$ cat src/rtl/banner_ctrl_if.sv
// Event and banner-overlay signals between the game-flow controller and its neighbours.
// The slave side is the controller; the master side is the event source / renderer pair.
interface banner_ctrl_if #(
  parameter int NUM_IMAGES = 4,
  localparam int BW = $clog2(NUM_IMAGES)
);
  logic          i_start;
  logic          i_pause;
  logic          i_game_over;
  logic          i_level_done;
  logic          i_regen_done;
  logic          i_frame_start;
  logic [BW-1:0] o_banner_num;
  logic          o_banner_show;
  logic          o_game_run;
  logic          o_regen_req;

  modport master (
    output i_start, i_pause, i_game_over, i_level_done, i_regen_done, i_frame_start,
    input  o_banner_num, o_banner_show, o_game_run, o_regen_req
  );

  modport slave (
    input  i_start, i_pause, i_game_over, i_level_done, i_regen_done, i_frame_start,
    output o_banner_num, o_banner_show, o_game_run, o_regen_req
  );
endinterface

$ cat src/rtl/banner_ctrl.sv
// Game-flow FSM: sequences banner overlay, gates game logic, and handshakes level regeneration.
// Banner changes are shadowed and applied only at frame start to avoid tearing.
module banner_ctrl #(
  parameter int NUM_IMAGES       = 4,
  parameter int REGEN_MIN_FRAMES = 60,
  parameter int GO_HOLD_FRAMES   = 120,
  localparam int BW      = $clog2(NUM_IMAGES),
  localparam int CNT_MAX = (REGEN_MIN_FRAMES > GO_HOLD_FRAMES) ? REGEN_MIN_FRAMES : GO_HOLD_FRAMES,
  localparam int CW      = $clog2(CNT_MAX + 1)
) (
  input  logic         i_clk,
  input  logic         i_rst_n,
  banner_ctrl_if.slave bus
);

  // Encodings double as banner codes; PLAY has no banner.
  typedef enum logic [2:0] {
    S_INIT      = 3'd0,
    S_PAUSE     = 3'd1,
    S_GAME_OVER = 3'd2,
    S_REGEN     = 3'd3,
    S_PLAY      = 3'd4
  } state_e;

  state_e        state_q, state_d;
  logic [CW-1:0] cnt_q;
  logic          done_q;
  logic          req_q;
  logic          run_q;
  logic          show_q;
  logic [BW-1:0] num_q;
  logic          entering;
  logic          counting;

  always_comb begin
    // NOTE: default first so every path assigns state_d; otherwise a latch is inferred.
    state_d = state_q;
    unique case (state_q)
      S_INIT:      if (bus.i_start) state_d = S_REGEN;
      S_PLAY: begin
        if (bus.i_game_over)       state_d = S_GAME_OVER;
        else if (bus.i_level_done) state_d = S_REGEN;
        else if (bus.i_pause)      state_d = S_PAUSE;
      end
      S_PAUSE:     if (bus.i_pause || bus.i_start) state_d = S_PLAY;
      S_REGEN:     if (done_q && (cnt_q >= CW'(REGEN_MIN_FRAMES))) state_d = S_PLAY;
      S_GAME_OVER: if (bus.i_start && (cnt_q >= CW'(GO_HOLD_FRAMES))) state_d = S_REGEN;
      default:     state_d = S_INIT;
    endcase
  end

  assign entering = (state_d != state_q);
  assign counting = (state_q == S_REGEN) || (state_q == S_GAME_OVER);

  // NOTE: all state uses non-blocking assignments so every register samples pre-edge values.
  always_ff @(posedge i_clk) begin
    if (!i_rst_n) begin
      state_q <= S_INIT;
      cnt_q   <= '0;
      done_q  <= 1'b0;
      req_q   <= 1'b0;
      run_q   <= 1'b0;
      show_q  <= 1'b1;
      num_q   <= '0;
    end else begin
      state_q <= state_d;
      run_q   <= (state_d == S_PLAY);

      // Entry clear wins over a coincident frame count for the state being left.
      if (entering && ((state_d == S_REGEN) || (state_d == S_GAME_OVER))) begin
        cnt_q <= '0;
      end else if (bus.i_frame_start && counting && (cnt_q != CW'(CNT_MAX))) begin
        cnt_q <= cnt_q + CW'(1);
      end

      // req is only ever high inside REGEN, so a stray done outside it is ignored.
      if (entering && (state_d == S_REGEN)) begin
        req_q  <= 1'b1;
        done_q <= 1'b0;
      end else if (req_q && bus.i_regen_done) begin
        req_q  <= 1'b0;
        done_q <= 1'b1;
      end

      if (bus.i_frame_start) begin
        show_q <= (state_q != S_PLAY);
        if (state_q != S_PLAY) num_q <= BW'(state_q);
      end
    end
  end

  assign bus.o_banner_num  = num_q;
  assign bus.o_banner_show = show_q;
  assign bus.o_game_run    = run_q;
  assign bus.o_regen_req   = req_q;

endmodule

$ cat src/flat_wrapper.sv
// flat-port wrapper written by rule: the top's interface ports become plain ports
module banner_ctrl_flat 
#(
  parameter int NUM_IMAGES       = 4,
  parameter int REGEN_MIN_FRAMES = 60,
  parameter int GO_HOLD_FRAMES   = 120,
  localparam int BW      = $clog2(NUM_IMAGES),
  localparam int CNT_MAX = (REGEN_MIN_FRAMES > GO_HOLD_FRAMES) ? REGEN_MIN_FRAMES : GO_HOLD_FRAMES,
  localparam int CW      = $clog2(CNT_MAX + 1)
)
  (i_clk, i_rst_n, bus_i_start, bus_i_pause, bus_i_game_over, bus_i_level_done, bus_i_regen_done, bus_i_frame_start, bus_o_banner_num, bus_o_banner_show, bus_o_game_run, bus_o_regen_req);
  banner_ctrl_if #(.NUM_IMAGES(NUM_IMAGES)) bus_i ();
  input  logic i_clk;
  input  logic i_rst_n;
  input wire logic [$bits(bus_i.i_start)-1:0] bus_i_start;
  input wire logic [$bits(bus_i.i_pause)-1:0] bus_i_pause;
  input wire logic [$bits(bus_i.i_game_over)-1:0] bus_i_game_over;
  input wire logic [$bits(bus_i.i_level_done)-1:0] bus_i_level_done;
  input wire logic [$bits(bus_i.i_regen_done)-1:0] bus_i_regen_done;
  input wire logic [$bits(bus_i.i_frame_start)-1:0] bus_i_frame_start;
  output wire logic [$bits(bus_i.o_banner_num)-1:0] bus_o_banner_num;
  output wire logic [$bits(bus_i.o_banner_show)-1:0] bus_o_banner_show;
  output wire logic [$bits(bus_i.o_game_run)-1:0] bus_o_game_run;
  output wire logic [$bits(bus_i.o_regen_req)-1:0] bus_o_regen_req;
  assign bus_i.i_start = bus_i_start;
  assign bus_i.i_pause = bus_i_pause;
  assign bus_i.i_game_over = bus_i_game_over;
  assign bus_i.i_level_done = bus_i_level_done;
  assign bus_i.i_regen_done = bus_i_regen_done;
  assign bus_i.i_frame_start = bus_i_frame_start;
  assign bus_o_banner_num = bus_i.o_banner_num;
  assign bus_o_banner_show = bus_i.o_banner_show;
  assign bus_o_game_run = bus_i.o_game_run;
  assign bus_o_regen_req = bus_i.o_regen_req;
  banner_ctrl #(.NUM_IMAGES(NUM_IMAGES), .REGEN_MIN_FRAMES(REGEN_MIN_FRAMES), .GO_HOLD_FRAMES(GO_HOLD_FRAMES)) u_core (.i_clk(i_clk), .i_rst_n(i_rst_n), .bus(bus_i));
endmodule
$ cat config.mk
export PLATFORM = sky130hd
export DESIGN_NAME = banner_ctrl_flat
export DESIGN_NICKNAME = d
export VERILOG_FILES = /design/src/rtl/banner_ctrl_if.sv /design/src/rtl/banner_ctrl.sv /design/src/flat_wrapper.sv
export SDC_FILE = /design/constraint.sdc
export NUM_CORES = 1
export LEC_CHECK = 0
export BUFFER_PORTS_ARGS = -buffer_cell sky130_fd_sc_hd__buf_4
export CAP_MARGIN = 20
export CORE_MARGIN = 2
export CORE_UTILIZATION = 45
export CTS_CLUSTER_DIAMETER = 150
export DETAILED_ROUTE_END_ITERATION = 7
export GPL_ROUTABILITY_DRIVEN = 0
export PLACE_DENSITY = 0.69
export SLEW_MARGIN = 20
export SYNTH_ARGS = -nofsm -noshare
export SYNTH_HDL_FRONTEND = slang
export SYNTH_SLANG_ARGS = --single-unit
$ cat constraint.sdc
create_clock -name i_clk -period 3.5 [get_ports i_clk]
set_input_delay 0 -clock i_clk [delete_from_list [all_inputs] [get_ports i_clk]]
set_output_delay 0 -clock i_clk [all_outputs]
set_load 0.01 [all_outputs]
## Word-level counts from Yosys, hierarchy flattened

Cells that the tools add are included.

| operators by class | value |
|---|---|
| add/sub/neg operators | 1 |
| $lt $le $gt $ge | 2 |
| equality and inequality tests | 10 |
| muxes and demuxes | 10 |
| bitwise gates (word level) | 1 |
| reduce and logical (&&, ||, !) cells | 15 |

Operators with widths:

| cell | count |
|---|---|
| 3-bit two-way mux | 7 |
| 3-bit one-hot mux with 5 select lines | 1 |
| 3-bit by 2-bit equality test with 1-bit output (second input constant) | 4 |
| 7-bit by 1-bit adder with 7-bit output (second input constant) | 1 |
| 7-bit by 6-bit greater-or-equal comparator with 1-bit output (second input constant) | 1 |
| 7-bit greater-or-equal comparator (second input constant) | 1 |
| 1-bit logical AND | 7 |
| 7-bit inequality test (second input constant) | 1 |
| 3-bit equality test (second input constant) | 2 |
| 2-bit OR reduction | 2 |
| 3-bit by 1-bit equality test with 1-bit output (second input constant) | 1 |
| 3-bit zero test | 1 |
| 1-bit logical OR | 3 |
| 3-bit inequality test | 1 |
| 3-bit inequality test (second input constant) | 1 |
| 1-bit two-way mux | 2 |
| 2-bit AND reduction | 1 |
| 2-bit nonzero test | 1 |
| 1-bit NOT | 1 |

| word-level totals | value |
|---|---|
| bits in registers | 16 |
| bits of input ports | 8 |
| output and inout port bits | 5 |
| word-level logic and storage cells | 46 |

## Longest topological paths before layout

Gate-level depths: netlist of run 1.

| logic depth | value |
|---|---|
| depth in word-level cells | 8 |
| depth in mapped cells | 5 |
| mapped depth without buffers | 5 |

## Least setup slack after synthesis of run 1

Ideal clock, no wire load.

| timing | value |
|---|---|
| kind | reg-to-reg |
| from | reg u_core.state_q[0] |
| to | reg u_core.run_q (netlist: u_core.bus.o_game_run) |
| library setup time | 58 ps |
| arrival | 1270 ps |
| required time | 3442 ps |
| slack | 2171 ps |
| cell stages (with the launch flop) | 6 |
| path buffers | 1 |
| period minus slack after synthesis | 1329 ps |
| cell sequence | dfxtp_1 buf_2 nand2b_1 or4_1 a21oi_1 o21a_1 |

| on the way | value |
|---|---|
| longest elaborated chain between the ends | 5 |

Ends and longest elaborated chain:

| item | RTL line | text |
|---|---|---|
| start: declaration | banner_ctrl.sv:25 | `state_e state_q, state_d;` |
| start signal: assignment | banner_ctrl.sv:66 | `state_q <= state_d;` |
| 3-bit two-way mux | banner_ctrl.sv:43 | `else if (bus.i_pause) state_d = S_PAUSE;` |
| 3-bit two-way mux | banner_ctrl.sv:42 | `else if (bus.i_level_done) state_d = S_REGEN;` |
| 3-bit two-way mux | banner_ctrl.sv:41 | `if (bus.i_game_over) state_d = S_GAME_OVER;` |
| 3-bit one-hot mux with 5 select lines (*) | banner_ctrl.sv:38 | `unique case (state_q)` |
| 3-bit equality test (*) | banner_ctrl.sv:67 | `run_q <= (state_d == S_PLAY);` |
| end signal: assignment | banner_ctrl.sv:67 |  |
| end: declaration | banner_ctrl.sv:29 | `logic run_q;` |

Mark *: on every way between the ends. The rest lies on a longest branch, timed or not.
A chain may end at the register's enable or synchronous reset.

## Worst setup path in the final report of run 1

| timing | value |
|---|---|
| from | reg u_core.state_q[1] |
| to | reg u_core.cnt_q[1] |

| on the way | value |
|---|---|
| longest elaborated chain between the ends | 8 |

Ends and longest elaborated chain:

| item | RTL line | text |
|---|---|---|
| 3-bit two-way mux | banner_ctrl.sv:43 |  |
| 3-bit two-way mux | banner_ctrl.sv:42 |  |
| 3-bit two-way mux | banner_ctrl.sv:41 |  |
| 3-bit one-hot mux with 5 select lines | banner_ctrl.sv:38 |  |
| 3-bit by 2-bit equality test with 1-bit output | banner_ctrl.sv:70 | `if (entering && ((state_d == S_REGEN) \|\| (state_d == S_GAME_OVER))) begin` |
| 1-bit logical OR | banner_ctrl.sv:70 |  |
| 1-bit logical AND | banner_ctrl.sv:70 |  |
| 2-bit OR reduction (no line) | - |  |
| end signal: assignment | banner_ctrl.sv:73 | `cnt_q <= cnt_q + CW'(1);` |
| end: declaration | banner_ctrl.sv:26 | `logic [CW-1:0] cnt_q;` |

Parallel ways exist; a longest one is shown, timed or not.

==> flow_summary.yaml, run 1 <==
status:
  status: "complete, no violations"
worst_setup_path:
  path_class: "reg2reg"
  r2r_slack_ns: 1.90
  reg2reg_depth: 4
  crit_path_end: "u_core.cnt_q[1]$_SDFFE_PP0P_"
  timing.rr.start: "u_core.state_q[1]$_SDFF_PN0_"
  crit_path_end_kind: "flop"
  critPathLaunch: "u_core.state_q[1]$_SDFF_PN0_"
  cp_max_fo: 11
  crit_path_start_kind: "flop"
  r2r-end: "u_core.cnt_q[1]$_SDFFE_PP0P_"
  critPathArrivalTime_ns: 1.77
  worstPathRequired_ns: 3.67
floorplanning:
  dieHeight_um: 47.4
  start_util_pct: 48.6
  core-area_um2: 1750
  die_area_um2: 2250
  rows: 15
  fp.dieW_um: 47.4
  ios: 13
sta:
  finalClockSkew_ns: 0.00714
  worst_pin_slew_ns: 0.553
  slew_viol_final: 0
  setup_viol: 0
  fin_tns_setup_ns: 0
  relSlewSlack_pct: 62.9
  hold_ws_ns: 0.0293
  rsz0062_at_grt: "false"
  layout_min_cycle_time_ns: 1.60
  fmax_mhz: 624
  fin_crit_sh_pct: 45.8
  hold_violations: 0
cts:
  path_clk_slew_ns: 0.09
  cts_root_buffer: "clkbuf_4"
  clock_latency_ns: 0.29
  cts_tree: "built"
  clock_sink_count: 16
  htree_levels: 1
  cts_made_buffers: 3
  cts_max_path_buffers: 2
synth:
  synthCells: 99
  avgSynthCellArea_um2: 8.57
  ys_async_sr_fraction_pct: 0
  synth_edf_count: 0
  synthFlopType: "dfxtp_1"
  ys_seq_elements: 16
  syn-num-nets: 109
  ys_seq_area_share_pct: 37.8
  yosysWarnings: 0
  yosysUniqueCellTypes: 39
  syn-cell-area_um2: 848
drt:
  drtIter0Drc: 6
  wl_per_cell_um: 12.3
  drc: 0
  firstDrtPassIters: 4
  drtAntennaViolNets: 0
  vias: 778
  viasPerCell: 5.64
  routed_wl_um: 1700
final_layout:
  fin_nets: 124
  drive_gt1_share_pct: 19.5
  insertedDiodeCount: 0
  area_delta_synth_final_pct: 18.1
placed_design:
  hpwlAfterDp_um: 1200
  port_buffers: 12
job:
  cap_violations: 0
grt:
  track_usage_pct: 18.2
  grt_max_degree: 12
  grt_pass1_wl_um: 2820
  grt_antenna_before_repair: 0
  gr-total-overflow: 0
  first_global_vias: 680
worst_hold_path:
  hold_path_class: "in2reg"
power:
  leakagePower_nw: 0.362
  vdd_drop_max_mv: 0.299
  power.density_nw_per_um2: 396
worst max-delay path: stages (launching register included):
cell and delay [ns]:
dfxtp_1 0.54, nor2_1 0.09, o22a_1 0.23, o31ai_2 0.51
nor2_1 0.11
registers in the layout, summed over array words and instances, names as in the netlist:
signal and count:
u_core.bus.o_game_run 1, u_core.state_q 3, u_core.bus.o_banner_show 1, u_core.done_q 1
u_core.bus.o_banner_num 2, u_core.bus.o_regen_req 1, u_core.cnt_q 7
stage by stage:
stage | power, mW | area, um2 | utilization (%) | cells | setup slack, ns
5_1_grt | 0.420 | 1000 | 57.4 | 138 | 1.76
3_5_place_dp | 0.278 | 956 | 54.8 | 133 | 1.92
4_1_cts | 0.403 | 1000 | 57.4 | 138 | 1.91
6_report | 0.397 | 1000 | 57.4 | 138 | 1.90
3_3_place_gp | 0.277 | 956 | 54.8 | 133 | 1.95
2_1_floorplan | 0.256 | 848 | - | 99 | 2.17
cells by family after synthesis:
logic type / synth area share, %
AOI/OAI and AO/OA: 22.9
xor gates and xnor gates: 4.13
adders and majority gates: 2.95
buffers and inverters: 4.28
DFF: 37.8
muxes: 1.18
and+or+nand+nor: 26.8
placed cells by master, fill, tap and decap left out, types with 2 or more instances in the layout:
master    netlist  final
nor2_1         16     16
dfxtp_1        16     16
buf_4           0     12
a21oi_1         7      7
inv_1           6      6
nand2b_1        5      5
nand2_1         5      5
xnor2_1         4      4
clkbuf_4        0      3
nor3_1          2      2
a22oi_1         2      2
nor3b_1         2      2
o21ai_0         2      2
o21a_1          2      2
a22o_1          2      2
ha_1            2      2
report_power, final:
part | total [mW] | internal [mW] | switching [mW]
combinational | 0.0700 | 0.0344 | 0.0356
sequential | 0.205 | 0.191 | 0.0134
clock | 0.122 | 0.0634 | 0.0586
total | 0.397 | 0.289 | 0.108
synthesized netlist by cell type, drive strengths merged (2+ instances only):
cell	count	area, um2
dfxtp	16	320
nor2	16	60.1
a21oi	7	35.0
inv	6	22.5
nand2	5	18.8
nand2b	5	31.3
xnor2	4	35.0
a22o	2	17.5
a22oi	2	15.0
buf	2	10.0
ha	2	25.0
nor3	2	10.0
nor3b	2	15.0
nor4b	2	23.8
o21a	2	15.0
o21ai	2	10.0
layer usage:
metal / wire length, um / vias to the layer above / GRT usage [%] / part of all wire (%)
met4: 24 / 0 / 7.78 / 1.4
li1: - / 385 / - / -
met2: 853 / 10 / 31.1 / 50
met1: 756 / 378 / 21.0 / 45
met5: 0 / - / 0 / 0
met3: 63 / 5 / 5.66 / 3.7
worst min-delay path by stage:
stage                     slack, ns  depth (start not counted)              start                                      end
final                          0.03                          3   bus_i_regen_done      u_core.bus.o_regen_req$_SDFFE_PN0P_
after CTS                      0.01                          3   bus_i_regen_done      u_core.bus.o_regen_req$_SDFFE_PN0P_
after floorplan                0.07                          1            i_rst_n    u_core.bus.o_banner_show$_SDFFE_PN1P_
after detailed placement       0.22                          2            i_rst_n    u_core.bus.o_banner_show$_SDFFE_PN1P_
after global routing           0.06                          3  bus_i_frame_start  u_core.bus.o_banner_num[0]$_SDFFE_PN0P_
after global placement         0.22                          2            i_rst_n    u_core.bus.o_banner_show$_SDFFE_PN1P_
final cells by class:
cell class                      count  area, um2
Fill cell                         163        743
Multi-Input combinational cell     74        492
Sequential cell                    16        320
Timing Repair Buffer               13        100
Clock buffer                        4       36.3
Tap cell                           25       31.3
Inverter                            6       22.5
timing repair:
item	4_1_cts	5_1_grt
setup buffers	0	0
gates resized for setup	0	0
hold buffers	1	0
endpoints found under the hold margin	3	0
endpoints found under the setup margin	0	0
Note: power is estimated with default switching activity, not from simulation.
==> inputs of run 2 (changes only) <==
--- a/config.mk
+++ b/config.mk
@@ -5,6 +5,7 @@
 export SDC_FILE = /design/constraint.sdc
 export NUM_CORES = 1
 export LEC_CHECK = 0
+export ABC_AREA = 1
 export BUFFER_PORTS_ARGS = -buffer_cell sky130_fd_sc_hd__buf_4
 export CAP_MARGIN = 20
 export CORE_MARGIN = 2
==> constraint.sdc (replaced) <==
create_clock -name i_clk -period 1.6 [get_ports i_clk]
set_input_delay 0 -clock i_clk [delete_from_list [all_inputs] [get_ports i_clk]]
set_output_delay 0 -clock i_clk [all_outputs]
set_load 0.01 [all_outputs]
==> flow_summary.yaml, run 2 <==
final_layout:
  drive_gt1_share_pct: 17.7
  fin_nets: 153
  seqCellArea_um2: 320
  largest_reg_flops: 7
  top_register: "u_core.cnt_q"
  finalNonFillerCells: 166
  insertedDiodeCount: 0
  final_cell_mix: "nand2_1, nor2_1, inv_1"
  final_core_util_pct: 58.3
  multiInputGateArea_um2: 452
  final_common_cell: "nand2_1"
  final.fill_count: 158
  area_delta_synth_final_pct: 20.6
placed_design:
  pre_cts_slack_ns: 0.213
  port_buffers: 12
  hpwlAfterDp_um: 1250
  placed_cells: 160
synth:
  synth_top_area_share_pct: 38.0
  avgSynthCellArea_um2: 6.86
  ys_seq_elements: 16
  yosysUniqueCellTypes: 19
  yosys.area.top_type: "dfxtp_1"
  synthFlopType: "dfxtp_1"
  ys_seq_area_share_pct: 38.0
  synthCells: 123
  syn-num-nets: 133
  synth_common_cells: "nand2_1, nor2_1, inv_1"
  synth_edf_count: 0
  yosysMostFrequentCell: "nand2_1"
  syn-cell-area_um2: 843
  ys_async_sr_fraction_pct: 0
  synthTopCellsByArea: "dfxtp_1, nand2_1, nor2_1, inv_1, nand3_1"
  yosysWarnings: 0
worst_hold_path:
  hold_path_class: "in2reg"
worst_setup_path:
  cp_max_fo: 5
  critPathArrivalTime_ns: 1.61
  worstPathRequired_ns: 1.82
  crit_path_end_kind: "flop"
  path_class: "reg2reg"
  crit_path_start_kind: "flop"
drt:
  drc: 0
  wl_per_cell_um: 9.68
  viasPerCell: 4.80
  routed_wl_um: 1610
  drtAntennaViolNets: 0
  vias: 797
  drtIter0Drc: 20
  firstDrtPassIters: 4
sta:
  layout_min_cycle_time_ns: 1.39
  fin_crit_sh_pct: 87.1
  setup_viol: 0
  fin_tns_setup_ns: 0
  rsz0062_at_grt: "false"
  relSlewSlack_pct: 77.4
  finalClockSkew_ns: 0.00678
  setup_slack_ns: 0.206
  worst_pin_slew_ns: 0.335
  fmax_mhz: 717
  slew_viol_final: 0
  hold_violations: 0
cts:
  post-cts-setup-buffer-count: 0
  clock_latency_ns: 0.28
  cts_max_path_buffers: 2
  postCtsHoldBufs: 3
  clock_sink_count: 16
  path_clk_slew_ns: 0.09
  htree_levels: 1
  cts_made_buffers: 3
  cts_root_buffer: "clkbuf_4"
  cts_resized: 0
  cts_tree: "built"
power:
  netSwitchingFraction_pct: 29.9
  power_uw: 836
  clkPwrFrac_pct: 24.3
  switching_power_uw: 250
  internal-power_uw: 586
  power.density_nw_per_um2: 821
  vdd_drop_max_mv: 0.577
  p_comb_share_pct: 22.6
  seqPwrFrac_pct: 53.2
  leakagePower_nw: 0.447
grt:
  grt_antenna_before_repair: 0
  gr-total-overflow: 0
  grt_max_degree: 9
  first_global_vias: 646
  grt_pass1_wl_um: 2600
  track_usage_pct: 16.5
floorplanning:
  dieHeight_um: 47.3
  core-area_um2: 1750
  die_area_um2: 2240
  start_util_pct: 48.3
  fp.dieW_um: 47.3
  rows: 15
  ios: 13
status:
  status: "complete, no violations"
job:
  cap_violations: 0
## run 2: cell types whose count changed in the layout (fill, tap and decap cells not counted), moves of 3 or more
| cell | change |
|---|---|
| inv_1 | +11 |
| nand2_1 | +20 |
| nand2_2 | +3 |
| nand2b_1 | -5 |
| nand3_1 | +11 |
| nor2_1 | +4 |
| xor2_1 | +3 |
## run 2: path summary, 6_finish.rpt
check	startpoint	endpoint	slack [ns]	depth (start not counted)
worst max-delay path	u_core.cnt_q[0]$_SDFFE_PP0P_	u_core.cnt_q[3]$_SDFFE_PP0P_	0.21	8
worst min-delay path	bus_i_game_over	u_core.state_q[2]$_SDFF_PN0_	0.09	4
worst max register to register	u_core.cnt_q[0]$_SDFFE_PP0P_	u_core.cnt_q[3]$_SDFFE_PP0P_	0.21	8
worst min register to register	u_core.bus.o_banner_num[1]$_SDFFE_PN0P_	u_core.bus.o_banner_num[1]$_SDFFE_PN0P_	0.47	2
## run 2: final cells by class
class / count / area share [%]
inverters: 19 / 7.01
repair buffers: 15 / 11.8
flip-flops and latches: 16 / 31.5
multi-input cells: 88 / 44.4
clock buffers: 3 / 2.21
well taps: 25 / 3.08
## run 2: critical path, cell delays in order, from the launching register on
cell,delay [ns]
dfxtp_1,0.43
inv_1,0.07
ha_1,0.20
nand3_2,0.12
nand2_2,0.11
nor2_1,0.13
xor2_1,0.15
inv_1,0.05
nor2_1,0.09
## run 2: kinds of logic after synthesis
logic type,share of synthesized area [%]
AND/OR/NAND/NOR,36.2
buffers and inverters,8.46
flip-flops,38.0
AO/OA/AOI/OAI,8.01
XOR/XNOR,5.19
adder cells (fa/ha/maj),2.97
multiplexers,1.19
## run 2: through the flow
stage / cell area, um2 / hold slack [ns]
final: 1020 / 0.0867
after global placement: 965 / 0.231
after global routing: 1020 / 0.0932
after detailed placement: 965 / 0.231
after floorplan: 843 / 0.0997
after CTS: 1020 / 0.0719
## run 2: power by group through the flow
stage	clock, mW	sequential, mW	combinational (mW)
detailed placement	0	0.453	0.182
finish	0.203	0.444	0.189
global route	0.229	0.448	0.215
CTS	0.215	0.444	0.188
floorplan	0	0.453	0.121
global placement	0	0.453	0.177
## run 2: routing by layer
metal / wire length [um] / up-vias / GRT usage [%] / part of all wire (%)
li1: - / 430 / - / -
met3: 68 / 4 / 4.62 / 4.2
met5: 0 / - / 0 / 0
met1: 801 / 346 / 22.3 / 50
met2: 707 / 17 / 24.9 / 44
met4: 29 / 0 / 6.67 / 1.8
